--- src/rtl/ctrl_seq_if.sv ---
// Handshake bundle between the main controller, the control sequencer and the datapath enables.
// Carries the optional thermo select only when CTRL_SEQ_THERMO_EN is defined.
interface ctrl_seq_if #(
  parameter int IDX_W = 3,
  parameter int OUT_W = 2**IDX_W
) ();
  logic             start;
  logic [IDX_W-1:0] idx_a;
  logic [IDX_W-1:0] idx_b;
  logic             dir;
  logic             abort;
  logic             ready;
`ifdef CTRL_SEQ_THERMO_EN
  logic             thermo;
`endif
  logic             ctrl_valid;
  logic [OUT_W-1:0] ctrl;
  logic [IDX_W-1:0] ctrl_idx;
  logic             ctrl_last;
  logic             busy;
  logic             done;

  modport master (
`ifdef CTRL_SEQ_THERMO_EN
    output thermo,
`endif
    output start, idx_a, idx_b, dir, abort, ready,
    input  ctrl_valid, ctrl, ctrl_idx, ctrl_last, busy, done
  );

  modport slave (
`ifdef CTRL_SEQ_THERMO_EN
    input  thermo,
`endif
    input  start, idx_a, idx_b, dir, abort, ready,
    output ctrl_valid, ctrl, ctrl_idx, ctrl_last, busy, done
  );
endinterface

--- src/rtl/control_sequencer.sv ---
// Steps an index between two latched bounds and emits one decoded control word per accepted step.
// Optional thermometer decode is enabled by defining CTRL_SEQ_THERMO_EN.
module control_sequencer #(
  parameter int IDX_W = 3,
  parameter int OUT_W = 2**IDX_W
) (
  input  logic    clk,
  input  logic    rst_n,
  ctrl_seq_if.slave bus
);
  typedef enum logic [1:0] {IDLE, RUN, DONE} state_t;

  state_t           state_reg;
  logic [IDX_W-1:0] idx_reg;
  logic [IDX_W-1:0] end_reg;
  logic             dir_reg;
  logic             valid_reg;
  logic [OUT_W-1:0] ctrl_reg;
  logic             last_reg;
  logic             busy_reg;
  logic             done_reg;

  logic [IDX_W-1:0] lo;
  logic [IDX_W-1:0] hi;
  logic [IDX_W-1:0] load_idx;
  logic             load_thermo;
  logic [OUT_W-1:0] word;

  // In IDLE the next index is the starting bound; in RUN it is one step on from the current index.
  always_comb begin
    lo = (bus.idx_a < bus.idx_b) ? bus.idx_a : bus.idx_b;
    hi = (bus.idx_a < bus.idx_b) ? bus.idx_b : bus.idx_a;
    if (state_reg == IDLE)
      load_idx = bus.dir ? hi : lo;
    else
      load_idx = dir_reg ? (idx_reg - IDX_W'(1)) : (idx_reg + IDX_W'(1));
  end

`ifdef CTRL_SEQ_THERMO_EN
  logic thermo_reg;
  assign load_thermo = (state_reg == IDLE) ? bus.thermo : thermo_reg;
`else
  assign load_thermo = 1'b0;
`endif

  generate
    for (genvar gi = 0; gi < OUT_W; gi++) begin : g_word
      assign word[gi] = load_thermo ? (IDX_W'(gi) <= load_idx) : (IDX_W'(gi) == load_idx);
    end
  endgenerate

  always_ff @(posedge clk or negedge rst_n) begin
    if (!rst_n) begin
      state_reg <= IDLE;
      idx_reg   <= '0;
      end_reg   <= '0;
      dir_reg   <= 1'b0;
      valid_reg <= 1'b0;
      ctrl_reg  <= '0;
      last_reg  <= 1'b0;
      busy_reg  <= 1'b0;
      done_reg  <= 1'b0;
`ifdef CTRL_SEQ_THERMO_EN
      thermo_reg <= 1'b0;
`endif
    end else begin
      case (state_reg)
        IDLE: begin
          done_reg <= 1'b0;
          if (bus.start) begin
            state_reg <= RUN;
            idx_reg   <= load_idx;
            end_reg   <= bus.dir ? lo : hi;
            dir_reg   <= bus.dir;
            ctrl_reg  <= word;
            last_reg  <= (lo == hi);
            valid_reg <= 1'b1;
            busy_reg  <= 1'b1;
`ifdef CTRL_SEQ_THERMO_EN
            thermo_reg <= bus.thermo;
`endif
          end
        end
        RUN: begin
          // abort wins over a same-cycle handshake, so that word never counts as delivered
          if (bus.abort) begin
            state_reg <= IDLE;
            idx_reg   <= '0;
            ctrl_reg  <= '0;
            last_reg  <= 1'b0;
            valid_reg <= 1'b0;
            busy_reg  <= 1'b0;
          end else if (bus.ready) begin
            if (last_reg) begin
              state_reg <= DONE;
              idx_reg   <= '0;
              ctrl_reg  <= '0;
              last_reg  <= 1'b0;
              valid_reg <= 1'b0;
              done_reg  <= 1'b1;
            end else begin
              idx_reg  <= load_idx;
              ctrl_reg <= word;
              last_reg <= (load_idx == end_reg);
            end
          end
        end
        DONE: begin
          state_reg <= IDLE;
          done_reg  <= 1'b0;
          busy_reg  <= 1'b0;
        end
        default: state_reg <= IDLE;
      endcase
    end
  end

  assign bus.ctrl_valid = valid_reg;
  assign bus.ctrl       = ctrl_reg;
  assign bus.ctrl_idx   = idx_reg;
  assign bus.ctrl_last  = last_reg;
  assign bus.busy       = busy_reg;
  assign bus.done       = done_reg;
endmodule

--- src/flat_wrapper.sv ---
// flat-port wrapper written by rule: the top's interface ports become plain ports
module control_sequencer_flat 
#(
  parameter int IDX_W = 3,
  parameter int OUT_W = 2**IDX_W
)
  (clk, rst_n, bus_start, bus_idx_a, bus_idx_b, bus_dir, bus_abort, bus_ready, bus_ctrl_valid, bus_ctrl, bus_ctrl_idx, bus_ctrl_last, bus_busy, bus_done);
  ctrl_seq_if #(.IDX_W(IDX_W), .OUT_W(OUT_W)) bus_i ();
  input  logic clk;
  input  logic rst_n;
  input wire logic [$bits(bus_i.start)-1:0] bus_start;
  input wire logic [$bits(bus_i.idx_a)-1:0] bus_idx_a;
  input wire logic [$bits(bus_i.idx_b)-1:0] bus_idx_b;
  input wire logic [$bits(bus_i.dir)-1:0] bus_dir;
  input wire logic [$bits(bus_i.abort)-1:0] bus_abort;
  input wire logic [$bits(bus_i.ready)-1:0] bus_ready;
  output wire logic [$bits(bus_i.ctrl_valid)-1:0] bus_ctrl_valid;
  output wire logic [$bits(bus_i.ctrl)-1:0] bus_ctrl;
  output wire logic [$bits(bus_i.ctrl_idx)-1:0] bus_ctrl_idx;
  output wire logic [$bits(bus_i.ctrl_last)-1:0] bus_ctrl_last;
  output wire logic [$bits(bus_i.busy)-1:0] bus_busy;
  output wire logic [$bits(bus_i.done)-1:0] bus_done;
  assign bus_i.start = bus_start;
  assign bus_i.idx_a = bus_idx_a;
  assign bus_i.idx_b = bus_idx_b;
  assign bus_i.dir = bus_dir;
  assign bus_i.abort = bus_abort;
  assign bus_i.ready = bus_ready;
  assign bus_ctrl_valid = bus_i.ctrl_valid;
  assign bus_ctrl = bus_i.ctrl;
  assign bus_ctrl_idx = bus_i.ctrl_idx;
  assign bus_ctrl_last = bus_i.ctrl_last;
  assign bus_busy = bus_i.busy;
  assign bus_done = bus_i.done;
  control_sequencer #(.IDX_W(IDX_W), .OUT_W(OUT_W)) u_core (.clk(clk), .rst_n(rst_n), .bus(bus_i));
endmodule
--- config.mk ---
export PLATFORM = sky130hd
export DESIGN_NAME = control_sequencer_flat
export DESIGN_NICKNAME = d
export VERILOG_FILES = /design/src/rtl/ctrl_seq_if.sv /design/src/rtl/control_sequencer.sv /design/src/flat_wrapper.sv
export SDC_FILE = /design/constraint.sdc
export NUM_CORES = 1
export LEC_CHECK = 0
export ABC_AREA = 1
export BUFFER_PORTS_ARGS = -buffer_cell sky130_fd_sc_hd__buf_2
export CAP_MARGIN = 10
export CORE_AREA = 2 2 60 48
export CTS_BUF_LIST = sky130_fd_sc_hd__clkbuf_2 sky130_fd_sc_hd__clkbuf_4 sky130_fd_sc_hd__clkbuf_8
export CTS_CLUSTER_SIZE = 25
export DETAILED_ROUTE_END_ITERATION = 16
export DIE_AREA = 0 0 62 50
export GPL_ROUTABILITY_DRIVEN = 0
export HOLD_SLACK_MARGIN = 0.03
export PLACE_DENSITY = 0.88
export RECOVER_POWER = 25
export SYNTH_ARGS = -nofsm -noshare
export SYNTH_HDL_FRONTEND = slang
export SYNTH_SLANG_ARGS = --single-unit
--- constraint.sdc ---
create_clock -name clk -period 4.4 [get_ports clk]
set_input_delay 0.44 -clock clk [delete_from_list [all_inputs] [get_ports clk]]
set_output_delay 0.44 -clock clk [all_outputs]
set_load 0.02 [all_outputs]
Word level (Yosys, flattened, before mapping)
Index checks and enable logic that the tools add are counted.
- reduce and logical (&&, ||, !) cells: 12
- order comparisons: 1
- add/sub/neg operators: 2
- equality and inequality tests: 18
- muxes and demuxes: 37
- operators with widths (cell ; count):
    $mux W8 ; 4
    $mux W3 ; 10
    $pmux W8 S2 ; 1
    $eq A3 B3 Y1 const A ; 4
    $mux W1 ; 12
    $reduce_and A3 Y1 ; 3
    $mux W2 ; 4
    $ne A2 B2 Y1 const B ; 4
    $reduce_and A4 Y1 ; 2
    $eq A2 B3 Y1 const A ; 2
    $eq A3 B3 Y1 ; 2
    $pmux W1 S2 ; 3
    $pmux W3 S2 ; 1
    $pmux W2 S2 ; 1
    $reduce_bool A2 Y1 ; 2
    $add A3 B1 Y3 const B ; 1
    $eq A1 B3 Y1 const A ; 1
    $logic_not A3 Y1 ; 1
    $lt A3 B3 Y1 ; 1
    $ne A3 B2 Y1 const B ; 1
    $ne A3 B3 Y1 const B ; 1
    $pmux W1 S3 ; 1
    $reduce_bool A3 Y1 ; 1
    $sub A3 B1 Y3 const B ; 1
    other kinds (6) ; 6
- flip-flop bits (word level): 21
- word-level logic and storage cells: 79
- output and inout bits: 15
- bits of input ports: 12

Longest topological paths before layout
- depth in word-level cells: 9
- mapped depth: 14
- mapped depth without buffers: 14

Worst setup path before layout
OpenSTA, ideal clock, no wires.
- kind: reg2reg
- from: reg u_core.idx_reg[0], in the netlist u_core.bus.ctrl_idx[0]
- to: reg u_core.last_reg, in the netlist u_core.bus.ctrl_last
- data required time: 4.327 ns
- arrival time: 1.705 ns
- path buffers: 0
- slack: 2.621 ns
- clock period less this slack: 1.779 ns
- stages on the path, launching flop included: 15
- setup time: 0.073 ns
- path through: dfrtp_1 > fa_1 > inv_1 > nand2_1 > nand2_1 > nand2_1 > nand2_1 > nand2_1 > nand3_1 > nand2_1 > nor2_1 > nand2_1 > nor2_2 > nand2_1 > a21oi_2
- longest elaborated chain between the ends: 8
- elaborated cells between the ends (all ways): 9
- classes of those cells: add/sub (2); eq/ne (1); mux (6)
- ends and longest elaborated chain (element ; RTL line ; text):
    from (decl) ; control_sequencer.sv:14 ; logic [IDX_W-1:0] idx_reg;
    from (signal assigned) ; control_sequencer.sv:72 ; idx_reg <= load_idx;
    from (signal assigned) ; control_sequencer.sv:102 ; idx_reg <= load_idx;
    $add A3 B1 Y3 / $sub A3 B1 Y3 (equally long branches) ; control_sequencer.sv:36 ; load_idx = dir_reg ? (idx_reg - IDX_W'(1)) : (idx_reg + IDX_W'(1));
    $mux W3 * ; control_sequencer.sv:36 ;
    $mux W3 * ; control_sequencer.sv:33 ; if (state_reg == IDLE)
    $eq A3 B3 Y1 * ; control_sequencer.sv:104 ; last_reg <= (load_idx == end_reg);
    $mux W1 * ; control_sequencer.sv:94 ; if (last_reg) begin
    $mux W1 * ; control_sequencer.sv:93 ; end else if (bus.ready) begin
    $mux W1 * ; control_sequencer.sv:86 ; if (bus.abort) begin
    $pmux W1 S2 * ; control_sequencer.sv:67 ; case (state_reg)
    to (signal assigned) ; control_sequencer.sv:76 ; last_reg <= (lo == hi);
    to (signal assigned) ; control_sequencer.sv:104 ;
    to (decl) ; control_sequencer.sv:19 ; logic last_reg;
Every way passes the cells marked *; elsewhere a longest branch is shown, timed or not. The select of a mux whose other input is x is not followed.
A chain may end at the register's enable or synchronous reset.

Worst setup path after layout
- from: reg u_core.state_reg[0]
- to: reg u_core.idx_reg[2], in the netlist u_core.bus.ctrl_idx[2]
- longest elaborated chain between the ends: 6
- elaborated cells between the ends (all ways): 12
- classes of those cells: eq/ne (3); mux (6); reduce/logical (3)
- ends and longest elaborated chain (element ; RTL line ; text):
    from (decl) ; control_sequencer.sv:13 ; state_t state_reg;
    from (signal assigned) ; control_sequencer.sv:54 ; state_reg <= IDLE;
    from (signal assigned) ; control_sequencer.sv:71 ; state_reg <= RUN;
    from (signal assigned) ; control_sequencer.sv:87 ; state_reg <= IDLE;
    $logic_not A2 Y1 ; control_sequencer.sv:33, control_sequencer.sv:67 ;
    $mux W3 ; control_sequencer.sv:33 ;
    $mux W3 ; control_sequencer.sv:94 ;
    $mux W3 ; control_sequencer.sv:93 ;
    $mux W3 ; control_sequencer.sv:86 ;
    $pmux W3 S2 ; control_sequencer.sv:67 ;
Several ways; a longest one is shown, not always the timed one. The select of a mux whose other input is x is not followed.

==> metrics.cfg <==
[run_status]
run_status=complete, no violations

[worst_setup_path]
r2r-start=u_core.state_reg[0]
r2r-end=u_core.bus.ctrl_idx[2]
slowest_stage=dfrtp_1
crit_path_max_fanout=11
critPathArrivalTime_ps=2630
slowest_delay_ps=430
worstPathCellList=inv_1 > ha_1 > inv_2 > nor2_1 > a21oi_2 > o21ai_1 > inv_2 > o21ai_2 > inv_1 > nand3_1 > o21ai_0
r2r_cells=11
required_ps=4610
crit_type=reg2reg
ff2ff_setup_slack_ps=1970
start_kind=flop
worstSetupEndpointType=flop

[layout]
nets=225
fillers=232
final_cell_mix=nand2_1 (45), buf_2 (25), inv_1 (22)
fin_area_mm2=0.001546
area_delta_synth_final_pct=13.60
drive_gt1_share_pct=24.26
final_common_cell=nand2_1
largest_reg_flops=8
fin_util_pct=61.80
n_antenna_cell=0

[sta]
worst_pin_slew_ps=1101
drv_slew=0
fin_ws_ps=1973
fin_tns_setup_ps=0
finClkSkew_ps=1.015
setup_violations=0
hold_viol_final=0
min_period_ps=2427
slew_headroom_pct=26.57
fmax_mhz=412.1
finalCritPeriodShare_pct=55.15
rsz0062_at_grt=no
worst_hold_slack_ps=292.7

[floorplan]
fp.dieH_um=50
pin_count=27
design.core.area_mm2=0.002502
dieArea_mm2=0.003100
initial_utilization_pct=54.40
die_w_um=62
rows=16

[job]
maxCapViolations=0

[placed_design]
io_buffer_count=26
placed_area_mm2=0.001520
place_hpwl_um=2379
dp_slack_ps=2044

[grt]
grt_pass1_wl_um=5078
grt_overflow=0
antenna_found_initial=0
grt_max_degree=22
grt_pass1_vias=1182
grt.total_usage_pct=22.29

[clocking]
post_cts_buffers=0
cts_resized=0
cts_hold_repair.buffers=0
cts_buffers=3
root_buffer=clkbuf_4
clkSlewWorstSetupHoldPaths_ps=120
clock_latency_ps=320
clockBufferDepth=2
h-tree-depth=1
cts_tree=done
clock_sinks=21

[drt]
route.met3.wl_um=219
wl_met2_um=1350
ant_nets=0
drt_iter0_drc=52
via_count=1255
drcViolationCount=0
drt-met1-wl_um=1378
routed_via_density=5.273
drt_pass1_iterations=4
top_layer_used=met4
avgRoutedWirePerCell_um=12.70
routed_wirelength_um=3022

[yosys]
synthMuxAreaShare_pct=0
syn_nets=196
synth.distinct_cells=27
synth_fa_ha_area_share_pct=9.743
netlist_area_mm2=0.001361
yosys_warnings=0
synth-compound-area-share_pct=14.34
synth_area_per_cell_um2=7.824
yosysSeqAreaShare_pct=38.60
synth_top_family_by_area=simple AND/OR/NAND/NOR gates
synth_cells=174
synth_xor_area_share_pct=0
ys_ff_latch=21
synth-simple-area-share_pct=28.68

[power]
power.density_mw_per_mm2=713.3
irDropWorstVdd_uv=466.0
cellLeakagePower_nw=0.8486

[worst_hold_path]
hold_class=in2async

cell usage after synthesis (all sizes together):
| master | count | area (um^2) |
|---|---|---|
| nand3 | 19 | 100.1 |
| dfrtp | 21 | 525.5 |
| inv | 27 | 101.4 |
| a41oi | 1 | 8.760 |
| o211ai | 1 | 7.510 |
| or2 | 1 | 6.260 |
| ha | 9 | 112.6 |
| nand3b | 2 | 27.53 |
| buf | 2 | 16.26 |
| o221ai | 1 | 8.760 |
| nand2 | 49 | 203.9 |
| fa | 1 | 20.02 |
| o21ai | 17 | 92.59 |
| nor2 | 12 | 52.55 |
| a21oi | 8 | 58.81 |
| o22ai | 3 | 18.77 |
how the worst max path moves through the flow:
| stage | slack, ps | start | to | depth (start not counted) |
|---|---|---|---|---|
| finish | 1970 | u_core.state_reg[0] | u_core.bus.ctrl_idx[2] | 11 |
| global route | 1750 | u_core.state_reg[0] | u_core.bus.ctrl_idx[2] | 11 |
| floorplan | 2620 | u_core.bus.ctrl_idx[0] | u_core.bus.ctrl_last | 14 |
| global placement | 2170 | u_core.state_reg[0] | u_core.bus.ctrl_idx[2] | 11 |
| CTS | 2030 | u_core.state_reg[0] | u_core.bus.ctrl_idx[2] | 11 |
| detailed placement | 2040 | u_core.state_reg[0] | u_core.bus.ctrl_idx[2] | 11 |
through the flow:
step / instances / power [mW]
global placement: 234 / 0.9825
detailed placement: 234 / 0.9991
finish: 238 / 1.103
global route: 238 / 1.203
CTS: 238 / 1.100
floorplan: 174 / 0.8384
cell families (layout without fill, tap and decap cells):
kind of cell	Yosys count	after routing
buffers and inverters	29	57
adder cells (fa/ha/maj)	10	10
AND/OR/NAND/NOR	83	83
flip-flops	21	21
AO/OA/AOI/OAI	31	31
report_power, final:
group | switching (mW) | total (mW) | internal, mW | leakage [nW]
combinational | 0.450 | 0.672 | 0.222 | 0.561
clock | 0.0639 | 0.0980 | 0.0341 | 0.0177
sequential | 0.0585 | 0.333 | 0.275 | 0.270
cell type report:
cell class	count	area, um^2	share of cell area, %
sequential	21	525.5	33.98
tap	36	45.04	2.913
timing repair buffer	26	128.9	8.333
multi-input combinational	124	718.2	46.44
clock inverter	1	5.005	0.3236
inverter	27	101.3	6.553
clock buffer	3	22.52	1.456
critical path: cells and delay by family, from the launching register on:
family,cells,cell delay [ps]
compound gates,4,710
fa+ha+maj,1,380
buf+inv,4,460
flops,1,430
simple gates,2,320
routing by layer:
metal / up-vias / track usage [%]
li1: 615 / -
met1: 584 / 31.95
met2: 48 / 31.25
met3: 8 / 5.512
met4: 0 / 9.929
met5: - / 0
Power figures use the tool's default switching activity.
